**src/rtl/alu_issue_ctrl_pkg.sv**
```systemverilog
// Shared decode constants, FSM encoding and legality helpers for the
// ALU issue/write-back controller.
package alu_issue_pkg;

    localparam logic [3:0] OP_RTYPE = 4'b0000;
    localparam logic [3:0] OP_ADDI  = 4'b0101;
    localparam logic [3:0] OP_ADDUI = 4'b0110;
    localparam logic [3:0] OP_ADDCI = 4'b0111;
    localparam logic [3:0] OP_LSHI  = 4'b1000;
    localparam logic [3:0] OP_RSHI  = 4'b1110;
    localparam logic [3:0] OP_EXT   = 4'b1010;

    // one bit per opext value, set where that opext is legal
    localparam logic [15:0] RTYPE_EXT_OK = 16'h40EE;
    localparam logic [15:0] EXT_EXT_OK   = 16'h007A;

    localparam int FLG_C = 4;
    localparam int FLG_L = 3;
    localparam int FLG_F = 2;
    localparam int FLG_Z = 1;
    localparam int FLG_N = 0;

    typedef enum logic [1:0] {
        S_IDLE = 2'd0,
        S_EXEC = 2'd1,
        S_WB   = 2'd2
    } state_t;

    function automatic logic is_legal(input logic [15:0] w);
        case (w[15:12])
            OP_RTYPE:                                     return RTYPE_EXT_OK[w[7:4]];
            OP_EXT:                                       return EXT_EXT_OK[w[7:4]];
            OP_ADDI, OP_ADDUI, OP_ADDCI, OP_LSHI, OP_RSHI: return 1'b1;
            default:                                      return 1'b0;
        endcase
    endfunction

endpackage

```
**src/rtl/alu_issue_ctrl_if.sv**
```systemverilog
// Issue handshake plus the ALU operand/result bus.
interface alu_issue_ctrl_if;
    logic [15:0] instr;
    logic        instr_valid;
    logic        instr_ready;
    logic [15:0] alu_a;
    logic [15:0] alu_b;
    logic [3:0]  alu_opcode;
    logic [3:0]  alu_opext;
    logic [15:0] alu_s;
    logic [4:0]  alu_clfzn;

    modport master (
        output instr, instr_valid, alu_s, alu_clfzn,
        input  instr_ready, alu_a, alu_b, alu_opcode, alu_opext
    );

    modport slave (
        input  instr, instr_valid, alu_s, alu_clfzn,
        output instr_ready, alu_a, alu_b, alu_opcode, alu_opext
    );
endinterface

```
**src/rtl/alu_issue_ctrl_regfile.sv**
```systemverilog
// General register file: one synchronous write port, two operand read
// ports and a debug read port, all reads combinational.
module alu_regfile #(
    parameter int NREGS = 16,
    parameter int DW    = 16,
    localparam int AW   = $clog2(NREGS)
) (
    input  logic          clk,
    input  logic          rst_n,
    input  logic          we,
    input  logic [AW-1:0] waddr,
    input  logic [DW-1:0] wdata,
    input  logic [AW-1:0] ra_addr,
    input  logic [AW-1:0] rb_addr,
    input  logic [AW-1:0] dbg_addr,
    output logic [DW-1:0] ra_data,
    output logic [DW-1:0] rb_data,
    output logic [DW-1:0] dbg_data
);
    logic [NREGS-1:0][DW-1:0] regs;

    always_ff @(posedge clk) begin
        if (!rst_n)  regs        <= '0;
        else if (we) regs[waddr] <= wdata;
    end

    assign ra_data  = regs[ra_addr];
    assign rb_data  = regs[rb_addr];
    assign dbg_data = regs[dbg_addr];
endmodule

```
**src/rtl/alu_issue_ctrl.sv**
```systemverilog
// Issue controller: accept an instruction, drive the ALU for one cycle,
// then write the held result and flags back. One instruction per 3 cycles.
module alu_issue_ctrl
    import alu_issue_pkg::*;
#(
    parameter int NREGS = 16,
    parameter int DW    = 16,
    localparam int AW   = $clog2(NREGS)
) (
    input  logic            clk,
    input  logic            rst_n,
    alu_issue_ctrl_if.slave bus,
    output logic [4:0]      psr,
    output logic            done,
    output logic            illegal,
    input  logic [AW-1:0]   dbg_addr,
    output logic [DW-1:0]   dbg_data
);
    state_t        state, state_nxt;
    logic [15:0]   ir;
    logic [DW-1:0] res;
    logic [4:0]    flg;
    logic [DW-1:0] ra, rb;
    logic          legal, we;

    assign legal = is_legal(ir);

    alu_regfile #(.NREGS(NREGS), .DW(DW)) u_rf (
        .clk      (clk),
        .rst_n    (rst_n),
        .we       (we),
        .waddr    (ir[11:8]),
        .wdata    (res),
        .ra_addr  (ir[11:8]),
        .rb_addr  (ir[3:0]),
        .dbg_addr (dbg_addr),
        .ra_data  (ra),
        .rb_data  (rb),
        .dbg_data (dbg_data)
    );

    always_ff @(posedge clk) begin
        if (!rst_n) begin
            state <= S_IDLE;
            ir    <= '0;
            res   <= '0;
            flg   <= '0;
            psr   <= '0;
        end else begin
            state <= state_nxt;
            if (state == S_IDLE && bus.instr_valid) ir <= bus.instr;
            if (state == S_EXEC) begin
                res <= bus.alu_s;
                flg <= bus.alu_clfzn;
            end
            if (we) psr <= flg;
        end
    end

    always_comb begin
        state_nxt       = state;
        bus.instr_ready = 1'b0;
        bus.alu_a       = '0;
        bus.alu_b       = '0;
        bus.alu_opcode  = '0;
        bus.alu_opext   = '0;
        done            = 1'b0;
        illegal         = 1'b0;
        we              = 1'b0;
        case (state)
            S_IDLE: begin
                bus.instr_ready = rst_n;
                if (bus.instr_valid) state_nxt = S_EXEC;
            end
            S_EXEC: begin
                bus.alu_opcode = ir[15:12];
                bus.alu_opext  = ir[7:4];
                bus.alu_a      = ra;
                case (ir[15:12])
                    OP_RTYPE, OP_EXT: bus.alu_b = rb;
                    OP_ADDI, OP_ADDCI: bus.alu_b = {{8{ir[7]}}, ir[7:0]};
                    default:           bus.alu_b = {8'h00, ir[7:0]};
                endcase
                state_nxt = S_WB;
            end
            S_WB: begin
                // a reset landing on the write-back edge must suppress all effects
                we        = legal & rst_n;
                done      = legal & rst_n;
                illegal   = ~legal & rst_n;
                state_nxt = S_IDLE;
            end
            default: state_nxt = S_IDLE;
        endcase
    end
endmodule
```
**src/flat_wrapper.sv**
```systemverilog
// flat-port wrapper written by rule: the top's interface ports become plain ports
module alu_issue_ctrl_flat import alu_issue_pkg::*;
#(
    parameter int NREGS = 16,
    parameter int DW    = 16,
    localparam int AW   = $clog2(NREGS)
)
  (clk, rst_n, psr, done, illegal, dbg_addr, dbg_data, bus_instr, bus_instr_valid, bus_alu_s, bus_alu_clfzn, bus_instr_ready, bus_alu_a, bus_alu_b, bus_alu_opcode, bus_alu_opext);
  alu_issue_ctrl_if bus_i ();
  input  logic clk;
  input  logic rst_n;
  output logic [4:0] psr;
  output logic done;
  output logic illegal;
  input  logic [AW-1:0] dbg_addr;
  output logic [DW-1:0] dbg_data;
  input wire logic [$bits(bus_i.instr)-1:0] bus_instr;
  input wire logic [$bits(bus_i.instr_valid)-1:0] bus_instr_valid;
  input wire logic [$bits(bus_i.alu_s)-1:0] bus_alu_s;
  input wire logic [$bits(bus_i.alu_clfzn)-1:0] bus_alu_clfzn;
  output wire logic [$bits(bus_i.instr_ready)-1:0] bus_instr_ready;
  output wire logic [$bits(bus_i.alu_a)-1:0] bus_alu_a;
  output wire logic [$bits(bus_i.alu_b)-1:0] bus_alu_b;
  output wire logic [$bits(bus_i.alu_opcode)-1:0] bus_alu_opcode;
  output wire logic [$bits(bus_i.alu_opext)-1:0] bus_alu_opext;
  assign bus_i.instr = bus_instr;
  assign bus_i.instr_valid = bus_instr_valid;
  assign bus_i.alu_s = bus_alu_s;
  assign bus_i.alu_clfzn = bus_alu_clfzn;
  assign bus_instr_ready = bus_i.instr_ready;
  assign bus_alu_a = bus_i.alu_a;
  assign bus_alu_b = bus_i.alu_b;
  assign bus_alu_opcode = bus_i.alu_opcode;
  assign bus_alu_opext = bus_i.alu_opext;
  alu_issue_ctrl #(.NREGS(NREGS), .DW(DW)) u_core (.clk(clk), .rst_n(rst_n), .bus(bus_i), .psr(psr), .done(done), .illegal(illegal), .dbg_addr(dbg_addr), .dbg_data(dbg_data));
endmodule
```
**config.mk**
```make
export PLATFORM = sky130hd
export DESIGN_NAME = alu_issue_ctrl_flat
export DESIGN_NICKNAME = d
export VERILOG_FILES = /design/src/rtl/alu_issue_ctrl_pkg.sv /design/src/rtl/alu_issue_ctrl_if.sv /design/src/rtl/alu_issue_ctrl_regfile.sv /design/src/rtl/alu_issue_ctrl.sv /design/src/flat_wrapper.sv
export SDC_FILE = /design/constraint.sdc
export NUM_CORES = 1
export LEC_CHECK = 0
export CAP_MARGIN = 10
export CORE_MARGIN = 10
export CORE_UTILIZATION = 50
export DETAILED_ROUTE_END_ITERATION = 10
export GPL_TIMING_DRIVEN = 0
export HOLD_SLACK_MARGIN = 0.06
export PLACE_DENSITY = 0.73
export REMOVE_ABC_BUFFERS = 1
export SLEW_MARGIN = 20
export SYNTH_ARGS = -nofsm -noshare
export SYNTH_HDL_FRONTEND = slang
export SYNTH_SLANG_ARGS = --single-unit
```
**constraint.sdc**
```tcl
create_clock -name clk -period 2.02 [get_ports clk]
set_clock_uncertainty 0.15 [all_clocks]
set_input_delay 0.202 -clock clk [delete_from_list [all_inputs] [get_ports clk]]
set_output_delay 0.202 -clock clk [all_outputs]
set_load 0.02 [all_outputs]
```
### After elaboration in Yosys (flattened, before gate mapping)

Memories as Yosys holds them, arrays and structs flattened. A register that Yosys moved wholly into a read port is not among the register bits.
Index checks and enable logic that the tools add are counted.

| operators by class | value |
|---|---|
| reductions and logical operators | 7 |
| bitwise logic cells | 3 |
| equal/unequal tests | 9 |
| magnitude comparators | 5 |
| muxes and demuxes | 26 |

Operators with widths:

| operator | number |
|---|---|
| $bwmux 256 | 1 |
| $bmux 16 s4 | 3 |
| $mux 16 | 6 |
| $demux 16 s4 | 1 |
| $pmux 16 s2 | 1 |
| $mux 4 | 6 |
| $lt 4x5->1 const B | 4 |
| $eq 4x3->1 const B | 3 |
| $eq 4x4->1 const B | 3 |
| $mux 1 | 5 |
| $reduce_or 5->1 | 1 |
| $ge 4x1->1 const B | 1 |
| $logic_not 4->1 | 1 |
| $pmux 2 s2 | 1 |
| $reduce_or 2->1 | 2 |
| $pmux 1 s3 | 1 |
| $and 1x1->1 | 2 |
| $eq 2x1->1 const B | 1 |
| $eq 2x2->1 const B | 1 |
| $logic_and 1x1->1 | 2 |
| $logic_not 2->1 | 1 |
| $mux 2 | 1 |
| $ne 2x2->1 const B | 1 |
| $not 1->1 | 1 |

| word-level totals | value |
|---|---|
| output and inout bits | 64 |
| flip-flop bits (word level) | 300 |
| ROM bits | 32 |
| memories | 2 |
| input port bits | 44 |

Memory list:

| name | depth | width | rd ports | clocked after Yosys merged registers in | write ports | RTL line | text |
|---|---|---|---|---|---|---|---|
| (no name shown) | 16 | 1 | 1 | 1 | 0 | alu_issue_ctrl_pkg.sv:32 | `OP_EXT: return EXT_EXT_OK[w[7:4]];` |
| (no name shown) | 16 | 1 | 1 | 1 | 0 | alu_issue_ctrl_pkg.sv:31 | `OP_RTYPE: return RTYPE_EXT_OK[w[7:4]];` |

### Longest topological paths before layout

Gate-level depths: netlist (run 1).

| depth | value |
|---|---|
| word-level depth | 6 |
| depth in mapped cells | 8 |
| gate-level depth less buffers | 5 |

### By module

From an unflattened synthesis (run 1), not the netlist that was laid out.

| unflattened totals | value |
|---|---|
| cell total of the unflattened synthesis | 1937 |
| area total of the unflattened synthesis | 17999.8 µm² |

By module, submodules not included:

| module | seq. area each (µm²) | area an instance (µm²) | cells an instance | times used |
|---|---|---|---|---|
| alu_regfile | 5124.9 | 15640.0 | 1636 | 1 |
| alu_issue_ctrl | 920.9 | 2359.8 | 301 | 1 |

### Worst setup path before layout (run 1)

No wires, ideal clock.

| path | value |
|---|---|
| path type | reg-to-output |
| start | register u_core.ir[0] |
| end | output port bus_alu_b[0] |
| required time | 1.668 ns |
| stages on the path, launching flop included | 7 |
| slack | -0.196 ns |
| data arrival time | 1.864 ns |
| cell sequence | dfxtp_1 > buf_2 > buf_2 > buf_2 > buf_2 > a21oi_1 > a311oi_1 |

| on the way | value |
|---|---|
| cells in the longest elaborated chain, start to end | 4 |

Ends and longest elaborated chain:

| what | RTL line | text |
|---|---|---|
| from (decl) | alu_issue_ctrl.sv:20 | `logic [15:0] ir;` |
| from (signal assigned) | alu_issue_ctrl.sv:51 | `if (state == S_IDLE && bus.instr_valid) ir <= bus.instr;` |
| $bmux 16 s4 | alu_issue_ctrl_regfile.sv:28 | `assign rb_data = regs[rb_addr];` |
| $mux 16 (not written as such) | alu_issue_ctrl_regfile.sv:28 |  |
| $pmux 16 s2 * | alu_issue_ctrl.sv:79 | `case (ir[15:12])` |
| $mux 16 * | alu_issue_ctrl.sv:70 | `case (state)` |
| to (decl) | flat_wrapper.sv:23 | `output wire logic [$bits(bus_i.alu_b)-1:0] bus_alu_b;` |

Every way passes the cells marked *; elsewhere a longest branch is shown, timed or not. The select of a mux whose other input is x is not followed.

### Worst setup path in the final report (run 1)

| path | value |
|---|---|
| start | register u_core.ir[8] |
| end | output port bus_alu_a[8] |

| on the way | value |
|---|---|
| cells in the longest elaborated chain, start to end | 3 |

Ends and longest elaborated chain:

| what | RTL line | text |
|---|---|---|
| $bmux 16 s4 | alu_issue_ctrl_regfile.sv:27 | `assign ra_data = regs[ra_addr];` |
| $mux 16 (not written as such) | alu_issue_ctrl_regfile.sv:27 |  |
| $mux 16 | alu_issue_ctrl.sv:70 |  |
| to (decl) | flat_wrapper.sv:22 | `output wire logic [$bits(bus_i.alu_a)-1:0] bus_alu_a;` |

Every way passes these cells. The select of a mux whose other input is x is not followed.

==> metrics.cfg, run 1 <==
[placed_design]
globalplace.congestion = 0.8303
dp_hpwl_um = 33370
placed_area_mm2 = 0.01910
place_ws_ns = -1.677
portBuffers = 107

[synth]
syn_area_mm2 = 0.01739
synth_cell_types = 48
async_flop_share_pct = 0
synthCells = 1559
synth_warnings = 0
synth_edf_count = 0
ys_ff_latch = 302
ys_seq_area_share_pct = 34.77
synth_flop_cell = dfxtp_1
syn_avg_cell_area_um2 = 11.15

[timing]
holdWs_ns = 0.04105
relSlewSlack_pct = 44.59
fmax_mhz = 313.1
finalCriticalPeriod_ns = 3.194
fin_crit_sh_pct = 158.1
tightestPinTransition_ns = 0.8311
hold_violations = 0
rsz0062_at_grt = yes
drv_slew = 0
fin_ws_ns = -1.174
finalSetupViolCount = 322

[worst_hold_path]
holdCritPathClass = in2reg
whs_endpoint = u_core.res[5]
whs_path_depth = 3
min_from = rst_n

[floorplanning]
initial_utilization_pct = 50.46
rows = 68
io_pins = 108
die_height_um = 206.5
die_area_mm2 = 0.04264
fp.coreArea_mm2 = 0.03446
die_x_um = 206.5

[finish]
design_area_mm2 = 0.02367
nets = 1850
regArea_mm2 = 0.006248
drive_gt1_share_pct = 43.94
fillers = 2109
multiInputGateArea_mm2 = 0.01112
synthToLayoutAreaGrowth_pct = 36.13
insertedDiodeCount = 0

[run_status]
failed_checks = negative setup slack
status = finished with violations

[clocking]
clk_latency_ns = 0.57
cts_made_buffers = 35
clkTransAtPathRegs_ns = 0.06
clockRootBuffer = clkbuf_16
cts_sinks = 302
cts_buffer_depth = 3
htree_levels = 2
cts_tree = done

[worst_setup_path]
rr_startpoint = u_core.ir[14]
crit_slowest_cell = mux4_2
crit_buf_inv = 3
crit_required_ns = 1.67
reg2reg_to = u_core.u_rf.regs[88]
cp.arrival_ns = 2.84
crit_fanout = 8
rr_worst_depth = 11
cp.depth = 6
critPathCaptureType = output port
worstSetupPathType = reg2out
cp_top_family = multiplexers
cp-start-kind = flip-flop
cpPeakStageDelay_ns = 0.64
ff2ff_setup_slack_ns = -0.87
cp_cell_sequence = buf_12 -> buf_16 -> mux4_2 -> mux2i_2 -> o22ai_2 -> buf_6

[global_routing]
gr-total-overflow = 0
grt_util_met1_pct = 34.97
grt.total_usage_pct = 31.27
use_met2_pct = 49.77
grt_busiest_layer = met2
grt_max_degree = 108
antenna_found_initial = 3
grt_pass1_wl_um = 99480
use_met3_pct = 9.467
grt_pass1_vias = 15659

[route]
drc = 0
drt_pass1_iterations = 6
vias = 16645
vias_per_cell = 7.278
avgRoutedWirePerCell_um = 34.55
wirelength_um = 79020
ant_nets = 0
first_iter_violations = 2795

[pwr]
ir_worst_vdd_mv = 0.4636
p_leak_uw = 0.01014
p_per_area_mw_per_mm2 = 632.1

[job]
cap_violations = 0

==> timing repair <==
| item | in CTS | in global routing |
|---|---|---|
| gates cloned | 20 | 3 |
| endpoints found under the hold margin | 53 | 0 |
| buffers inserted | 134 | 65 |
| hold buffers | 3 | 0 |
| pin swaps | 42 | 39 |
| resized for setup | 550 | 102 |
| setup endpoints to repair | 324 | 317 |
==> layer usage <==
layer,vias up,wire (µm)
met4,6,8499
met2,1774,34320
met3,688,11380
met5,-,66
li1,6261,-
met1,7916,24750
==> Yosys cell counts, types with 5 or more instances <==
cell      number  area share, %
a21boi_0      33            1.4
buf_4         14           0.60
nand4_1        6           0.22
nor2_1         7           0.15
buf_6         10           0.65
mux2_2        13           0.84
nand3_1       21           0.60
buf_2         34           0.98
o211ai_1       5           0.22
nand2_1      362            7.8
dfxtp_1      302             35
a22oi_1       14           0.60
mux2i_1      337             19
a21oi_1        5           0.14
nor3_1        16           0.46
and2_1         9           0.32
o21ai_4        8           0.75
nand2b_1       7           0.25
mux4_2       190             25
o22ai_1       16           0.58
buf_1          9           0.19
clkbuf_1      79            1.7
inv_1         14           0.30
nor2b_1       10           0.36
o21ai_2        8           0.40
==> layout make-up <==
type | count | share of cell area, %
sequential | 302 | 26.40
multi-input combinational | 1096 | 46.96
clock inverter | 14 | 0.7876
tap | 455 | 2.405
inverter | 14 | 0.2379
clock buffer | 49 | 4.186
timing repair buffer | 357 | 19.02
==> worst max path at each step <==
stage	start	endpoint	slack [ns]
after floorplan	u_core.ir[8]	u_core.u_rf.regs[112]	-2.35
after global placement	rst_n	u_core.u_rf.regs[26]	-10.18
after detailed placement	u_core.ir[12]	bus_alu_b[6]	-1.68
after CTS	u_core.ir[3]	bus_alu_b[12]	-0.71
after global routing	u_core.ir[8]	bus_alu_a[8]	-1.10
final	u_core.ir[8]	bus_alu_a[8]	-1.17
==> through the flow <==
| stage | total power, µW | TNS [ns] | instances | utilization (%) |
|---|---|---|---|---|
| 6_report | 14960 | -161.11 | 2287 | 68.70 |
| 5_1_grt | 15140 | -150.83 | 2287 | 68.70 |
| 4_1_cts | 14470 | -82.19 | 2224 | 65.87 |
| 3_5_place_dp | 7445 | -232.57 | 2004 | 55.44 |
| 3_3_place_gp | 7358 | -3146.39 | 1974 | 53.08 |
| 2_1_floorplan | 6791 | -624.54 | 1412 | - |
==> cells by family after synthesis <==
| logic type | after synthesis | synth area share (%) |
|---|---|---|
| AOI/OAI and AO/OA | 104 | 4.907 |
| and+or+nand+nor | 451 | 10.88 |
| muxes | 540 | 44.85 |
| buffers and inverters | 161 | 4.547 |
| DFF | 302 | 34.77 |
| xor gates and xnor gates | 1 | 0.05038 |
==> where the power goes <==
group	switching, µW	total (µW)	internal, µW
Clock	2840	6800	3960
Combinational	1130	2080	951
Sequential	82.4	6080	5990
==> tightest hold or removal path, stage by stage <==
cell	delay (ns)
buf_8	0.14
buf_12	0.19
a21boi_0	0.15
==> layout by cell type (no fill, tap or decap), drive strengths merged, types with 13 or more instances in the layout <==
master	instances
mux2	13
a22oi	14
o21ai	16
nand3	21
clkbuf	58
inv	13
a21boi	33
buf	294
mux4	190
clkdlybuf4s50	43
nand2	362
o22ai	16
mux2i	337
dfxtp	302
nor3	17
==> sequential cells by signal, summed over array words and instances (netlist names), named ones only <==
register,flops
u_core.res,16
u_core.flg,5
u_core.u_rf.regs,256
u_core.ir,16
u_core.psr,5
u_core.state,2
(Power assumes the default switching activity.)
==> run 2: changes to the inputs <==
- PLACE_DENSITY: 0.73 -> 0.7
- clock period: 2.02 -> 3.47 ns (I/O delays scaled with it)
==> run 2 against run 1 <==
Against the previous run:
- the run now ends clean
- sequential power decreased by 42%
- via count decreased by 20%
- core utilization decreased by 9.2 points
- combinational power decreased by 63%
- critical path type unchanged
==> metrics.cfg, run 2 (synthesis gave the netlist of run 1 again) <==
[run_status]
status = completed

[finish]
stdcell_count = 2086
fillers = 2788
final_cell_mix = nand2_1, mux2i_1, dfxtp_1
final_common_cell = nand2_1
largest_register_ffs = 256
synthToLayoutAreaGrowth_pct = 17.93
insertedDiodeCount = 0
drive_gt1_share_pct = 21.77
regMostFlops = u_core.u_rf.regs
nets = 1650
reg_top3 = u_core.u_rf.regs x256, u_core.ir x16, u_core.res x16

[clocking]
cts_sinks = 302
htree_levels = 2
clk_latency_ns = 0.52
cts_buffer_depth = 3
hold_buffers = 0
cts_tree = done
cts_made_buffers = 34
clockRootBuffer = clkbuf_16
clkTransAtPathRegs_ns = 0.06

[floorplanning]
fp.coreArea_mm2 = 0.03446
die_area_mm2 = 0.04264
io_pins = 108
die_height_um = 206.5
rows = 68
initial_utilization_pct = 50.46
die_x_um = 206.5

[route]
ant_nets = 0
first_iter_violations = 1218
avgRoutedWirePerCell_um = 25.79
vias = 13337
drt_pass1_iterations = 7
wirelength_um = 53800
drc = 0
vias_per_cell = 6.394

[timing]
finalCriticalPeriod_ns = 3.389
tightestPinTransition_ns = 1.229
fin_crit_sh_pct = 97.68
fmax_mhz = 295.0
rsz0062_at_grt = no
hold_violations = 0
fin_ws_ns = 0.08052
relSlewSlack_pct = 17.74
drv_slew = 0
finalSetupViolCount = 0

[worst_setup_path]
cp_top_family = simple AND/OR/NAND/NOR gates
crit_fanout = 12
critPathCaptureType = output port
cpPeakStageDelay_ns = 0.65
worstSetupPathType = reg2out
cp_cell_sequence = or4b_4 -> nor2_4 -> buf_6 -> o2bb2ai_1 -> clkdlybuf4s50_1
crit_buf_inv = 2
crit_required_ns = 2.97
crit_slowest_cell = or4b_4
cp.arrival_ns = 2.89
cp-start-kind = flip-flop

[worst_hold_path]
holdCritPathClass = in2reg

[placed_design]
placed_cells = 2005
dp_hpwl_um = 33320
portBuffers = 107
place_ws_ns = -0.4648
globalplace.congestion = 0.8358

[global_routing]
grt.total_usage_pct = 24.99
grt_pass1_vias = 13485
gr-total-overflow = 0
grt_pass1_wl_um = 81570
antenna_found_initial = 0
grt_max_degree = 126

[pwr]
ir_worst_vdd_mv = 0.2974
p_total_uw = 7984
p_leak_uw = 0.008536
p_per_area_mw_per_mm2 = 389.3

[job]
cap_violations = 0

run 2: changes by cell type in the layout (fill, tap and decap cells not counted), moves of 9 or more:
cell / previous run / this run
buf_8: 11 / 2
mux2i_2: 10 / 0
buf_4: 145 / 20
buf_6: 64 / 3
dlygate4sd2_1: 0 / 11
dfxtp_2: 123 / 1
nand3_2: 13 / 0
buf_12: 43 / 10
dfxtp_1: 166 / 295
nand3_1: 8 / 21
mux2i_1: 323 / 337
clkdlybuf4s50_1: 43 / 88
run 2: where the power goes:
part | internal [µW] | switching [µW] | leakage, µW
combinational | 308 | 465 | 0.00554
sequential | 3490 | 48.2 | 0.00244
clock | 2180 | 1490 | 0.000552
run 2: per-layer routing:
metal	wire length, µm	global-route usage, %	vias up	share of wire (%)
met4	2846	12.85	0	5.3
met3	4158	4.185	175	7.7
met5	0	0	-	0
met2	26410	42.68	633	49
li1	-	-	5856	-
met1	20380	29.78	6673	38
run 2: final timing paths:
path,startpoint,to,slack (ns),cells after the start
hold reg to reg,u_core.flg[1],u_core.psr[1],0.29,2
setup / recovery,u_core.ir[12],bus_alu_b[14],0.08,5
setup reg to reg,u_core.ir[14],u_core.u_rf.regs[76],0.65,6
hold / removal,rst_n,u_core.u_rf.regs[69],0.12,3
run 2: area by class of cell:
type | instances | area (µm²) | area share (%)
inverter | 14 | 52.55 | 0.2563
clock buffer | 50 | 1015 | 4.948
tap | 455 | 569.3 | 2.776
multi-input combinational | 1096 | 10730 | 52.32
clock inverter | 11 | 112.6 | 0.5491
timing repair buffer | 158 | 1959 | 9.555
sequential | 302 | 6070 | 29.60
run 2: through the flow:
stage | utilization [%] | hold WS [ns] | setup TNS, ns | area, µm²
2_1_floorplan | - | 0.2786 | -199.00 | 16650
3_3_place_gp | 53.08 | 0.2871 | -2732.61 | 18290
3_5_place_dp | 55.46 | 0.2896 | -1.601 | 19110
4_1_cts | 59.31 | 0.1243 | 0 | 20440
5_1_grt | 59.51 | 0.1587 | 0 | 20510
6_report | 59.51 | 0.1186 | 0 | 20510
run 2: worst min-delay path, stage by stage:
cell and delay [ns]:
buf_8 0.20, nand2_1 0.12, mux2i_1 0.05
run 2: repair_timing:
item | CTS | global route
buffers inserted | 17 | 2
cloned | 0 | 1
pin swaps | 4 | 1
resized for setup | 24 | 6
setup endpoints to repair | 33 | 11
